[config.mk]
export PLATFORM = sky130hd
export DESIGN_NAME = rr_grant_encoder_flat
export DESIGN_NICKNAME = d
export VERILOG_FILES = /design/src/rtl/rr_grant_if.sv /design/src/rtl/rr_grant_encoder.sv /design/src/flat_wrapper.sv
export SDC_FILE = /design/constraint.sdc
export NUM_CORES = 1
export LEC_CHECK = 0
export ABC_CLOCK_PERIOD_IN_PS = 10200
export CORE_MARGIN = 8
export CORE_UTILIZATION = 45
export CTS_CLUSTER_DIAMETER = 150
export DETAILED_ROUTE_END_ITERATION = 12
export GPL_ROUTABILITY_DRIVEN = 1
export PLACE_DENSITY_LB_ADDON = 0.05
export SETUP_SLACK_MARGIN = 0.3
export SLEW_MARGIN = 10
export SYNTH_ARGS = -nofsm -noshare
export SYNTH_HDL_FRONTEND = slang
export SYNTH_SLANG_ARGS = --single-unit
[constraint.sdc]
create_clock -name clk -period 10.2 [get_ports clk]
set_input_delay 2.04 -clock clk [delete_from_list [all_inputs] [get_ports clk]]
set_output_delay 2.04 -clock clk [all_outputs]
set_load 0.005 [all_outputs]
[src/rtl/rr_grant_if.sv]
// rr_grant_if: request/grant handshake bundle between requesters and the round-robin grant encoder
interface rr_grant_if #(
    parameter int BITS = 3
);
    localparam int N = 1 << BITS;
    logic [N-1:0]    req;
    logic            grant_ready;
    logic            grant_valid;
    logic [BITS-1:0] grant_idx;
    logic            owned;
    logic            preempt;
    modport master (
        input  req, grant_ready,
        output grant_valid, grant_idx, owned, preempt
    );
    modport slave (
        output req, grant_ready,
        input  grant_valid, grant_idx, owned, preempt
    );
endinterface

[src/rtl/rr_grant_encoder.sv]
// rr_grant_encoder: round-robin arbiter offering a binary winner index, tracking ownership with an optional hold limit
module rr_grant_encoder #(
    parameter int BITS     = 3,
    parameter int MAX_HOLD = 16
) (
    input logic        clk,
    input logic        rst_n,
    rr_grant_if.master bus
);
    localparam int N  = 1 << BITS;
    localparam int CW = MAX_HOLD > 0 ? $clog2(MAX_HOLD + 1) : 1;
    localparam logic [CW-1:0] HOLD_MAX  = CW'(MAX_HOLD);
    localparam logic [CW-1:0] HOLD_LAST = CW'(MAX_HOLD > 0 ? MAX_HOLD - 1 : 0);

    typedef enum logic [1:0] {IDLE, OFFER, OWN} state_t;

    state_t          state, state_d;
    logic [BITS-1:0] ptr, ptr_d, idx_q, idx_d, win, k;
    logic [CW-1:0]   cnt, cnt_d;
    logic            pre_d, others;
    logic            valid_q, owned_q, preempt_q;

    assign others          = |(bus.req & ~(N'(1) << idx_q));
    assign bus.grant_valid = valid_q;
    assign bus.grant_idx   = idx_q;
    assign bus.owned       = owned_q;
    assign bus.preempt     = preempt_q;

    // first requester after ptr, scanning downwards so the nearest offset wins; ptr itself is last
    always_comb begin
        win = '0;
        k   = '0;
        for (int i = N; i >= 1; i--) begin
            k = ptr + BITS'(i);
            if (bus.req[k]) win = k;
        end
    end

    // next state: offer, accept, release and hold-limit preemption
    always_comb begin
        state_d = state;
        ptr_d   = ptr;
        idx_d   = idx_q;
        cnt_d   = cnt;
        pre_d   = 1'b0;
        case (state)
            IDLE: begin
                if (|bus.req) begin
                    idx_d   = win;
                    state_d = OFFER;
                end
            end
            OFFER: begin
                if (!bus.req[idx_q]) state_d = IDLE;
                else if (bus.grant_ready) begin
                    state_d = OWN;
                    ptr_d   = idx_q;
                    cnt_d   = '0;
                end
            end
            OWN: begin
                cnt_d = (cnt == HOLD_MAX) ? cnt : cnt + 1'b1;
                if (!bus.req[idx_q]) state_d = IDLE;
                else if (MAX_HOLD != 0 && cnt == HOLD_LAST && others) begin
                    pre_d   = 1'b1;
                    state_d = IDLE;
                end
            end
            default: state_d = IDLE;
        endcase
    end

    // state and registered outputs, cleared asynchronously so no grant survives reset
    always_ff @(posedge clk or negedge rst_n) begin
        if (!rst_n) begin
            state     <= IDLE;
            ptr       <= '1;
            idx_q     <= '0;
            cnt       <= '0;
            valid_q   <= 1'b0;
            owned_q   <= 1'b0;
            preempt_q <= 1'b0;
        end else begin
            state     <= state_d;
            ptr       <= ptr_d;
            idx_q     <= idx_d;
            cnt       <= cnt_d;
            valid_q   <= state_d == OFFER;
            owned_q   <= state_d == OWN;
            preempt_q <= pre_d;
        end
    end
endmodule

[src/flat_wrapper.sv]
// flat-port wrapper written by rule: the top's interface ports become plain ports
module rr_grant_encoder_flat 
#(
    parameter int BITS     = 3,
    parameter int MAX_HOLD = 16
)
  (clk, rst_n, bus_req, bus_grant_ready, bus_grant_valid, bus_grant_idx, bus_owned, bus_preempt);
  rr_grant_if #(.BITS(BITS)) bus_i ();
  input logic clk;
  input logic rst_n;
  input wire logic [$bits(bus_i.req)-1:0] bus_req;
  input wire logic [$bits(bus_i.grant_ready)-1:0] bus_grant_ready;
  output wire logic [$bits(bus_i.grant_valid)-1:0] bus_grant_valid;
  output wire logic [$bits(bus_i.grant_idx)-1:0] bus_grant_idx;
  output wire logic [$bits(bus_i.owned)-1:0] bus_owned;
  output wire logic [$bits(bus_i.preempt)-1:0] bus_preempt;
  assign bus_i.req = bus_req;
  assign bus_i.grant_ready = bus_grant_ready;
  assign bus_grant_valid = bus_i.grant_valid;
  assign bus_grant_idx = bus_i.grant_idx;
  assign bus_owned = bus_i.owned;
  assign bus_preempt = bus_i.preempt;
  rr_grant_encoder #(.BITS(BITS), .MAX_HOLD(MAX_HOLD)) u_core (.clk(clk), .rst_n(rst_n), .bus(bus_i));
endmodule
==> key figures <==
Clock network
  • Clock sinks: 16
  • Clk root buf: clkbuf_8
  • Skew-Pair Late Insertion Delay: 0.25 ns
  • CTS Buffer Depth: 2
  • Num CTS Buffers: 3
  • Postcts setup bufs: 0
  • Cts repair resizes: 0
  • H-tree lvl count: 1
  • Worst-path clk slew: 0.06 ns
  • Hold_buf cts: 0
  • CTS tree: done

Timing
  • Hold_ws: 0.5053 ns
  • RSZ-0062 raised after global routing: false
  • Final period utilization: 43.67%
  • F_max: 224.5 MHz
  • Final WS setup: 5.745 ns
  • Slew HR: 39.44%
  • Fin. Hold Viols: 0
  • Worst Skew: 0.006012 ns
  • Worst-Margin Slew: 0.8966 ns
  • Final slew viol count: 0
  • Min Tclk post-route: 4.455 ns
  • Final setup fails: 0
  • Sum Neg Setup Slack: 0 ns

Power
  • Leakage: 0.8052 nW
  • Clock group share of total power: 7.2%
  • Reg power frac: 23.6%
  • Logic pwr share: 69.2%
  • Internal power: 346.3 µW
  • Peak supply drop: 0.1467 mV
  • PwrDens: 337.2 nW/µm²
  • Switching share of power: 48.16%
  • Switching Power: 321.7 µW

Min path
  • Hold path cells: 2
  • Min-delay worst type: reg -> reg
  • Hold_sp: u_core.cnt[4]
  • Hold Path Sink: u_core.cnt[4]

Critical path
  • CP Capture Type: flip-flop
  • Critical path class: in -> reg
  • Worst R2R Path Depth: 8
  • Buf/Inv on CP: 1
  • Crit-path leading delay family: multiplexers
  • RR Endpoint: u_core.bus.grant_idx[1]
  • Slowest stage delay, CP: 0.65 ns
  • Crit path DAT: 4.65 ns
  • R2r startpoint: u_core.ptr[1]
  • CP most frequent cell: mux2i_1
  • Slowest CP cell: mux4_1
  • Max FO, Critical Path: 10
  • Startpoint types: input port
  • Worst EP required: 10.39 ns
  • Reg2Reg Setup Slack: 6.67 ns
  • Crit-path cells: clkdlybuf4s50_1 -> mux4_1 -> mux2i_1 -> mux2i_1 -> nor2_1 -> a2111oi_0 -> o22a_1

Floorplanning
  • Die width: 78.84 µm
  • Full die area: 6215 µm²
  • Core area: 3885 µm²
  • Rows: 23
  • Die H: 78.84 µm
  • Ports: 17
  • Starting Density: 45.73%

Placement
  • Placer Congestion: 1.044
  • Pre-CTS worst setup slack: 5.517 ns
  • Post-DP HPWL: 3513 µm
  • Number of port buffers: 16

Detailed routing
  • DRT Pass-1 Iters: 4
  • DR vias/cell: 6.349
  • Drt wl/cell: 18.38 µm
  • Routed WL: 4632 µm
  • Detail Route Antenna Nets: 0
  • DRT iter0 DRCs: 204
  • DRC: 0
  • DR vias: 1600

Global route
  • Initial antenna violation count: 0
  • First-pass GRT wire length: 7583 µm
  • Vias in the first global route: 1518
  • Grt ovf: 0
  • Met2 Use GR: 23.28%
  • Largest net degree at the start of global routing: 21
  • Met3 capacity usage during global routing: 3.047%
  • Met1 usage: 20.52%
  • Grt peak-use layer: met2
  • Total GRT Usage: 15.05%

Finish
  • Filler cell count: 364
  • Ant diodes: 0
  • Total Nets Final: 219
  • Sequential cell area: 404.1 µm²
  • Multi-input logic area: 1267 µm²
  • Layout cell share with drive strength beyond 1: 15.35%
  • Syn-to-layout area delta: 11.48%

Synthesis
  • Yosys top cell by area: dfrtp_1
  • Register area share after synthesis: 22.75%
  • Synth top area share: 18.31%
  • Mapped Nets: 213
  • Yosys warnings: 0
  • Seq cells post-synth: 16
  • Cells after Synth: 197
  • Syn Area/Cell: 9.019 µm²
  • Async set-reset flop share out of synthesis: 100.0%
  • Synth unique cells: 51
  • Synth Flop Type: dfrtp_1
  • Top cells by area, synth: dfrtp_1, mux4_2, mux2_2
  • Number of synthesized flops with an enable pin: 0
  • Post-synthesis cell area: 1777 µm²

Status
  • Outcome: completed

Run
  • Max-Cap Viols: 0
## cell type report
class	instances	share of cell area, %
multi-input cells	155	63.99
flip-flops and latches	16	20.40
repair buffers	16	8.086
well taps	50	3.159
clock buffers	4	2.274
inverters	11	2.085
## cells in the mapped netlist (all sizes together), types with 2 or more instances
library cell / count
nor2: 19
mux2: 16
clkbuf: 14
dfrtp: 13
nand2: 12
o21ai: 12
inv: 10
mux4: 10
a21oi: 7
mux2i: 6
nor2b: 6
a22oi: 5
ha: 5
and3: 4
nand3: 4
nand3b: 4
a21o: 3
a31oi: 3
and2: 3
dfstp: 3
xor2: 3
a2111oi: 2
a211o: 2
a32oi: 2
nand4: 2
nor3: 2
o41ai: 2
or2: 2
or3: 2
## state kept, by name (all words and copies together), names as in the netlist
name / flops
u_core.state: 2
u_core.cnt: 5
u_core.bus.owned: 1
u_core.bus.grant_idx: 3
u_core.ptr: 3
u_core.bus.preempt: 1
u_core.bus.grant_valid: 1
## power by group through the flow
stage | combinational (mW) | sequential, mW | clock (mW)
after floorplan | 0.392 | 0.108 | 0
after global placement | 0.450 | 0.156 | 0
after detailed placement | 0.451 | 0.157 | 0
after CTS | 0.453 | 0.156 | 0.0484
after global routing | 0.502 | 0.164 | 0.0535
final | 0.462 | 0.157 | 0.0482
## how the worst max path moves through the flow
stage	startpoint	slack (ns)	cells after the start	to
final	bus_req[5]	5.75	7	u_core.bus.grant_idx[1]
after global routing	bus_req[5]	5.63	7	u_core.bus.grant_idx[1]
after CTS	bus_req[5]	5.77	7	u_core.bus.grant_idx[2]
after detailed placement	bus_req[5]	5.52	7	u_core.bus.grant_idx[2]
after global placement	bus_req[0]	5.53	7	u_core.bus.grant_idx[2]
after floorplan	bus_req[5]	6.12	7	u_core.bus.grant_idx[2]
## placed cells by master, fill, tap and decap left out, drive strengths merged, types with 2 or more instances in the layout
cell and n:
nor2 19, clkdlybuf4s50 16, mux2 16, dfrtp 13, nand2 12, o21ai 12, inv 10, mux4 10
a21oi 7, nor2b 6, mux2i 6, a22oi 5, ha 5, nand3b 4, and3 4, nand3 4
clkbuf 4, a21o 3, xor2 3, and2 3, a31oi 3, dfstp 3, or3 2, nand4 2
o41ai 2, a2111oi 2, a32oi 2, nor3 2, a211o 2, or2 2
## worst min-delay path: stages, from the launching register on
cell	delay (ns)
dfrtp_1	0.34
nand3_1	0.06
o21ai_0	0.07
## per-stage QoR
step                utilization, %  power (mW)  cell area, µm²  std cells
floorplan                        -      0.4997            1777        197
global placement             49.82      0.6058            1936        248
detailed placement           49.82      0.6087            1936        248
CTS                          50.98      0.6576            1981        252
global route                 50.98      0.7193            1981        252
finish                       50.98      0.6679            1981        252
## logic make-up (layout without fill, tap and decap cells)
group	count (synthesis)	after routing	synth area share, %
XOR/XNOR	4	4	1.972
AND/OR/NAND/NOR	66	66	19.16
AO/OA/AOI/OAI	48	48	19.02
adder cells (fa/ha/maj)	5	5	3.521
buffers and inverters	26	31	5.915
flip-flops	16	16	22.75
multiplexers	32	32	27.68
## layer usage
layer  routed length [µm]  vias up  share of wire [%]
met5                    0        -                  0
li1                     -      750                  -
met1                 2169      769                 47
met4                  110        0                2.4
met3                  257       12                5.5
met2                 2094       69                 45
(Power assumes the default switching activity.)
==> variant 1 (same flow settings) <==
`MAX_HOLD` is set to 16 in 2 places; all go to 32.
--- a/src/rtl/rr_grant_encoder.sv
+++ b/src/rtl/rr_grant_encoder.sv
@@ -1,7 +1,7 @@
 // rr_grant_encoder: round-robin arbiter offering a binary winner index, tracking ownership with an optional hold limit
 module rr_grant_encoder #(
     parameter int BITS     = 3,
-    parameter int MAX_HOLD = 16
+    parameter int MAX_HOLD = 32
 ) (
     input logic        clk,
     input logic        rst_n,
--- a/src/flat_wrapper.sv
+++ b/src/flat_wrapper.sv
@@ -2,7 +2,7 @@
 module rr_grant_encoder_flat 
 #(
     parameter int BITS     = 3,
-    parameter int MAX_HOLD = 16
+    parameter int MAX_HOLD = 32
 )
   (clk, rst_n, bus_req, bus_grant_ready, bus_grant_valid, bus_grant_idx, bus_owned, bus_preempt);
   rr_grant_if #(.BITS(BITS)) bus_i ();
Formal check against the unedited RTL: no difference found for any inputs over 10 cycles, from zero or initial values and one cycle with rst_n low; that may be too few to reach the edited logic, so the function may still have changed.
==> variant 1 against the unedited design <==
Synthesized cell count fell by 9.1%; synthesized area fell by 3.3%; power fell by 6.6%; clock skew fell by 0.0029 ns; wire length fell by 8.4%; sequential cell count rose by 1; worst setup slack improved by 0.38 ns; sequential power fell by 3%; design area fell by 2.8%; critical endpoint is now u_core.bus.grant_idx[0]; highest routed layer unchanged.
==> variant 1: results (changes against the unedited design) <==
metric,value,unit,change
status,completed,,
met1Wirelength,1810,um,-17%
synth.distinct_cells,52,,+2.0%
route.met3.wl,183,um,-29%
worst_case_register_to_register_setup_slack,7.15,ns,+0.48 ns
finalClockSkew,0.00306,ns,-0.00295 ns
critPathMaxStageDelay,0.67,ns,+0.02 ns
seq_area_frac_synth,0.250,,+0.0224
via_per_inst,6.44,,+1.4%
r2r.worst_path.cells,7,,-1
register_area,429,um^2,+6.2%
yosys-top-cells-area,"sky130_fd_sc_hd__dfrtp_1, sky130_fd_sc_hd__mux4_2, sky130_fd_sc_hd__dfstp_2",,
holdPathEnd,u_core.cnt[4],,
power.switching,0.291,mW,-9.6%
slew_headroom,0.511,,+0.117
post_synth_most_frequent_cells,"sky130_fd_sc_hd__nand2_1, sky130_fd_sc_hd__dfrtp_1, sky130_fd_sc_hd__nor2_1",,
met2_global_route_usage,0.236,,+0.00278
synth-adder-area-share,0.0291,,-0.00608
synthMuxAreaShare,0.257,,-0.0197
place_ws,5.94,ns,+0.424 ns
groute.usage.overall,0.143,,-0.00741
gr-usage-met1,0.183,,-0.0221
synth.net_count,194,,-8.9%
buffer_area_frac,0.0871,,+0.00627
dpl.cell_count,234,,-5.6%
synth_compound_area_frac,0.226,,+0.0356
hpwl,3170,um,-9.8%
grt_start_max_net_pins,18,,-14%
hold_depth,1,,-1
non_clock_buffer_count,17,,+1
detail_route.wirelength,4240,um,-8.4%
fmaxAchievable,0.246,GHz,+9.4%
fin_nets,206,,-5.9%
r2r_end,u_core.bus.grant_idx[2],,
vdd_ir_max,0.000154,V,+5.0%
synthXorXnorAreaFrac,0.0255,,+0.00577
filler_cell_count,350,,-3.8%
first_global_vias,1477,,-2.7%
io_buffer_count,16,,unchanged
multi_input_gates,143,,-7.7%
synthFlopType,sky130_fd_sc_hd__dfrtp_1,,
highest_fanout_seen_on_the_critical_path,9,,-1
detailroute.wirelength.met2,2170,um,+3.7%
layout-drive-gt1-share,0.132,,-0.0219
multiInputGateArea,1190,um^2,-6.2%
p_leak,0.731,nW,-9.2%
r2r-start,u_core.ptr[0],,
fraction_of_standard_cell_area_in_multi_input_logic,0.618,,-0.0222
max_reg_flops,6,,+1
dpl_cell_area,1880,um^2,-2.9%
detail_route.wl_per_cell,17.8,um,-3.0%
global_route.usage.met3,0.0276,,-0.00282
[variant 1: worst max-delay path by stage]
stage	start	to	cells past startpoint
3_3_place_gp	bus_req[4]	u_core.cnt[0]	7
3_5_place_dp	bus_req[6]	u_core.bus.grant_idx[0]	6
5_1_grt	bus_req[7]	u_core.cnt[4]	8
2_1_floorplan	bus_req[6]	u_core.bus.grant_idx[0]	5
4_1_cts	bus_req[5]	u_core.bus.grant_idx[0]	6
6_report	bus_req[5]	u_core.bus.grant_idx[0]	6
[variant 1: power groups by stage]
| stage | registers, mW | clock network [mW] | logic, mW |
|---|---|---|---|
| after floorplan | 0.111 | 0 | 0.374 |
| after global placement | 0.153 | 0 | 0.415 |
| after detailed placement | 0.154 | 0 | 0.417 |
| after CTS | 0.153 | 0.0504 | 0.421 |
| after global routing | 0.160 | 0.0530 | 0.462 |
| final | 0.153 | 0.0473 | 0.423 |
==> variant 2 (same settings) <==
Without the edit above. The 3 states of `state_t` get a one-hot encoding in 3 bits.
--- a/src/rtl/rr_grant_encoder.sv
+++ b/src/rtl/rr_grant_encoder.sv
@@ -12,7 +12,7 @@
     localparam logic [CW-1:0] HOLD_MAX  = CW'(MAX_HOLD);
     localparam logic [CW-1:0] HOLD_LAST = CW'(MAX_HOLD > 0 ? MAX_HOLD - 1 : 0);
 
-    typedef enum logic [1:0] {IDLE, OFFER, OWN} state_t;
+    typedef enum logic [2:0] {IDLE = 3'b001, OFFER = 3'b010, OWN = 3'b100} state_t;
 
     state_t          state, state_d;
     logic [BITS-1:0] ptr, ptr_d, idx_q, idx_d, win, k;
Formal check against the unedited RTL: same outputs for any inputs over 10 cycles, from zero or initial values and one cycle with rst_n low; not proved beyond that.
==> variant 2 against the unedited design <==
Worst setup slack better by 0.24 ns; wire length is 1.4% lower; critical path depth fell by 1; sequential cell count increased by 1; non-clock buffer count unchanged; synthesized area rose by 4.2%; maximum frequency up 5.7%; register-to-register slack got worse by 0.06 ns; design area is 3.0% higher; clock skew is 0.0028 ns lower; power is 10% higher.
==> variant 2: results (changes against the unedited design) <==
metric,value,unit,change
status,completed,,
hpwl,3420,um,-2.8%
grt_antenna_before_repair,0,,unchanged
insertedDiodeCount,0,,unchanged
cp_data_arrival_time,4.41,ns,-0.24 ns
max_reg_flops,5,,unchanged
numCtsBuffers,3,,unchanged
critPathMaxStageDelay,0.64,ns,
ys.warnings.count,0,,unchanged
largest_register,u_core.cnt,,
detail_route.wirelength,4570,um,-1.4%
yosys-top-cells-area,"sky130_fd_sc_hd__dfrtp_1, sky130_fd_sc_hd__mux4_2, sky130_fd_sc_hd__mux4_1",,
synth.distinct_cells,50,,-2.0%
synth.net_count,221,,+3.8%
actual_slew_at_the_worst_max_slew_pin,0.820,ns,-0.0768 ns
io_buffer_count,16,,unchanged
cts_post_setup_buffers_inserted,0,,unchanged
gpl.final_weighted_congestion,0.931,,-11%
place_ws,5.75,ns,+0.234 ns
htreeDepth,1,,unchanged
worst_setup_hold_path_clk_slew,0.07,ns,
number_of_instances_resized_during_post_cts_repair,0,,unchanged
drt-initial-drc-count,198,,-2.9%
first_pass_grt_wire_length,7740,um,+2.1%
post_synth_most_frequent_cells,"sky130_fd_sc_hd__nor2_1, sky130_fd_sc_hd__nand2_1, sky130_fd_sc_hd__dfrtp_1",,
via_per_inst,6.35,,about the same
vdd_ir_max,0.000145,V,-0.91%
groute.usage.overall,0.147,,-0.00353
fin_nets,227,,+3.7%
first_global_vias,1579,,+4.0%
slowest_stage,sky130_fd_sc_hd__mux4_2,,
grt_start_max_net_pins,21,,unchanged
highest_fanout_seen_on_the_critical_path,11,,+1
min_path_type,reg -> reg,,
report.final.slew_viol_count,0,,unchanged
clkLatencyLatePin,0.25,ns,about the same
synth_enable_flop_cells,0,,unchanged
async_flop_share,1.00,,unchanged
drt_pre_antenna_iters,4,,unchanged
seq_area_frac_synth,0.232,,+0.00497
finalClockSkew,0.00319,ns,-0.00282 ns
root_buffer,sky130_fd_sc_hd__clkbuf_8,,
clockBufferDepth,2,,unchanged
p_leak,0.812,nW,+0.88%
timing.setup.tns,0,ns,unchanged
layout-drive-gt1-share,0.124,,-0.0297
## variant 2: layer usage
metal / part of all wire / GRT usage / up-vias
met5: 0 / 0 / -
met4: 0.0057 / 0.0255 / 0
met3: 0.055 / 0.0212 / 2
met2: 0.46 / 0.229 / 56
met1: 0.48 / 0.211 / 799
li1: - / - / 793
## variant 2: cells by family after synthesis
family / Yosys count / synth area share
buffers and inverters: 26 / 0.0655
AO/OA/AOI/OAI: 50 / 0.192
multiplexers: 29 / 0.264
AND/OR/NAND/NOR: 73 / 0.189
XOR/XNOR: 5 / 0.0237
adder cells (fa/ha/maj): 5 / 0.0338
flip-flops: 17 / 0.232
## variant 2: layout make-up
| type | instances | area, um^2 |
|---|---|---|
| Fill cell | 367 | 1930 |
| Multi-Input combinational cell | 162 | 1300 |
| Sequential cell | 17 | 430 |
| Timing Repair Buffer | 16 | 160 |
| Tap cell | 50 | 62.6 |
| Clock buffer | 3 | 41.3 |
| Inverter | 11 | 41.3 |
| Clock inverter | 1 | 5.00 |
## variant 2: final timing paths
path,start,to,slack [ns],cells after the start
max,bus_req[2],u_core.bus.grant_idx[0],5.98,6
min,u_core.cnt[0],u_core.cnt[0],0.53,1
max reg2reg,u_core.ptr[0],u_core.bus.grant_idx[0],6.61,7
min reg2reg,u_core.cnt[0],u_core.cnt[0],0.53,1
max in group asynchronous,rst_n,u_core.bus.grant_idx[2],7.48,1
min in group asynchronous,rst_n,u_core.bus.preempt,2.24,1
## variant 2: through the flow
| stage | cells | util | cell area [um^2] | hold WS, ns |
|---|---|---|---|---|
| final | 260 | 0.514 | 2040 | 0.532 |
| after detailed placement | 256 | 0.502 | 1990 | 0.528 |
| after global routing | 260 | 0.514 | 2040 | 0.564 |
| after CTS | 260 | 0.514 | 2040 | 0.538 |
| after global placement | 256 | 0.502 | 1990 | 0.518 |
| after floorplan | 205 | - | 1850 | 0.484 |
## variant 2: power breakdown
group | total [mW] | internal (mW) | switching [mW]
clock network | 0.0511 | 0.0271 | 0.0240
logic | 0.511 | 0.250 | 0.260
registers | 0.176 | 0.103 | 0.0722
## variant 2: worst max-delay path: cells and delay by family
kind / cells / cell delay (ns)
multiplexers: 2 / 0.95
AND/OR/NAND/NOR: 3 / 0.83
buffers and inverters: 1 / 0.58
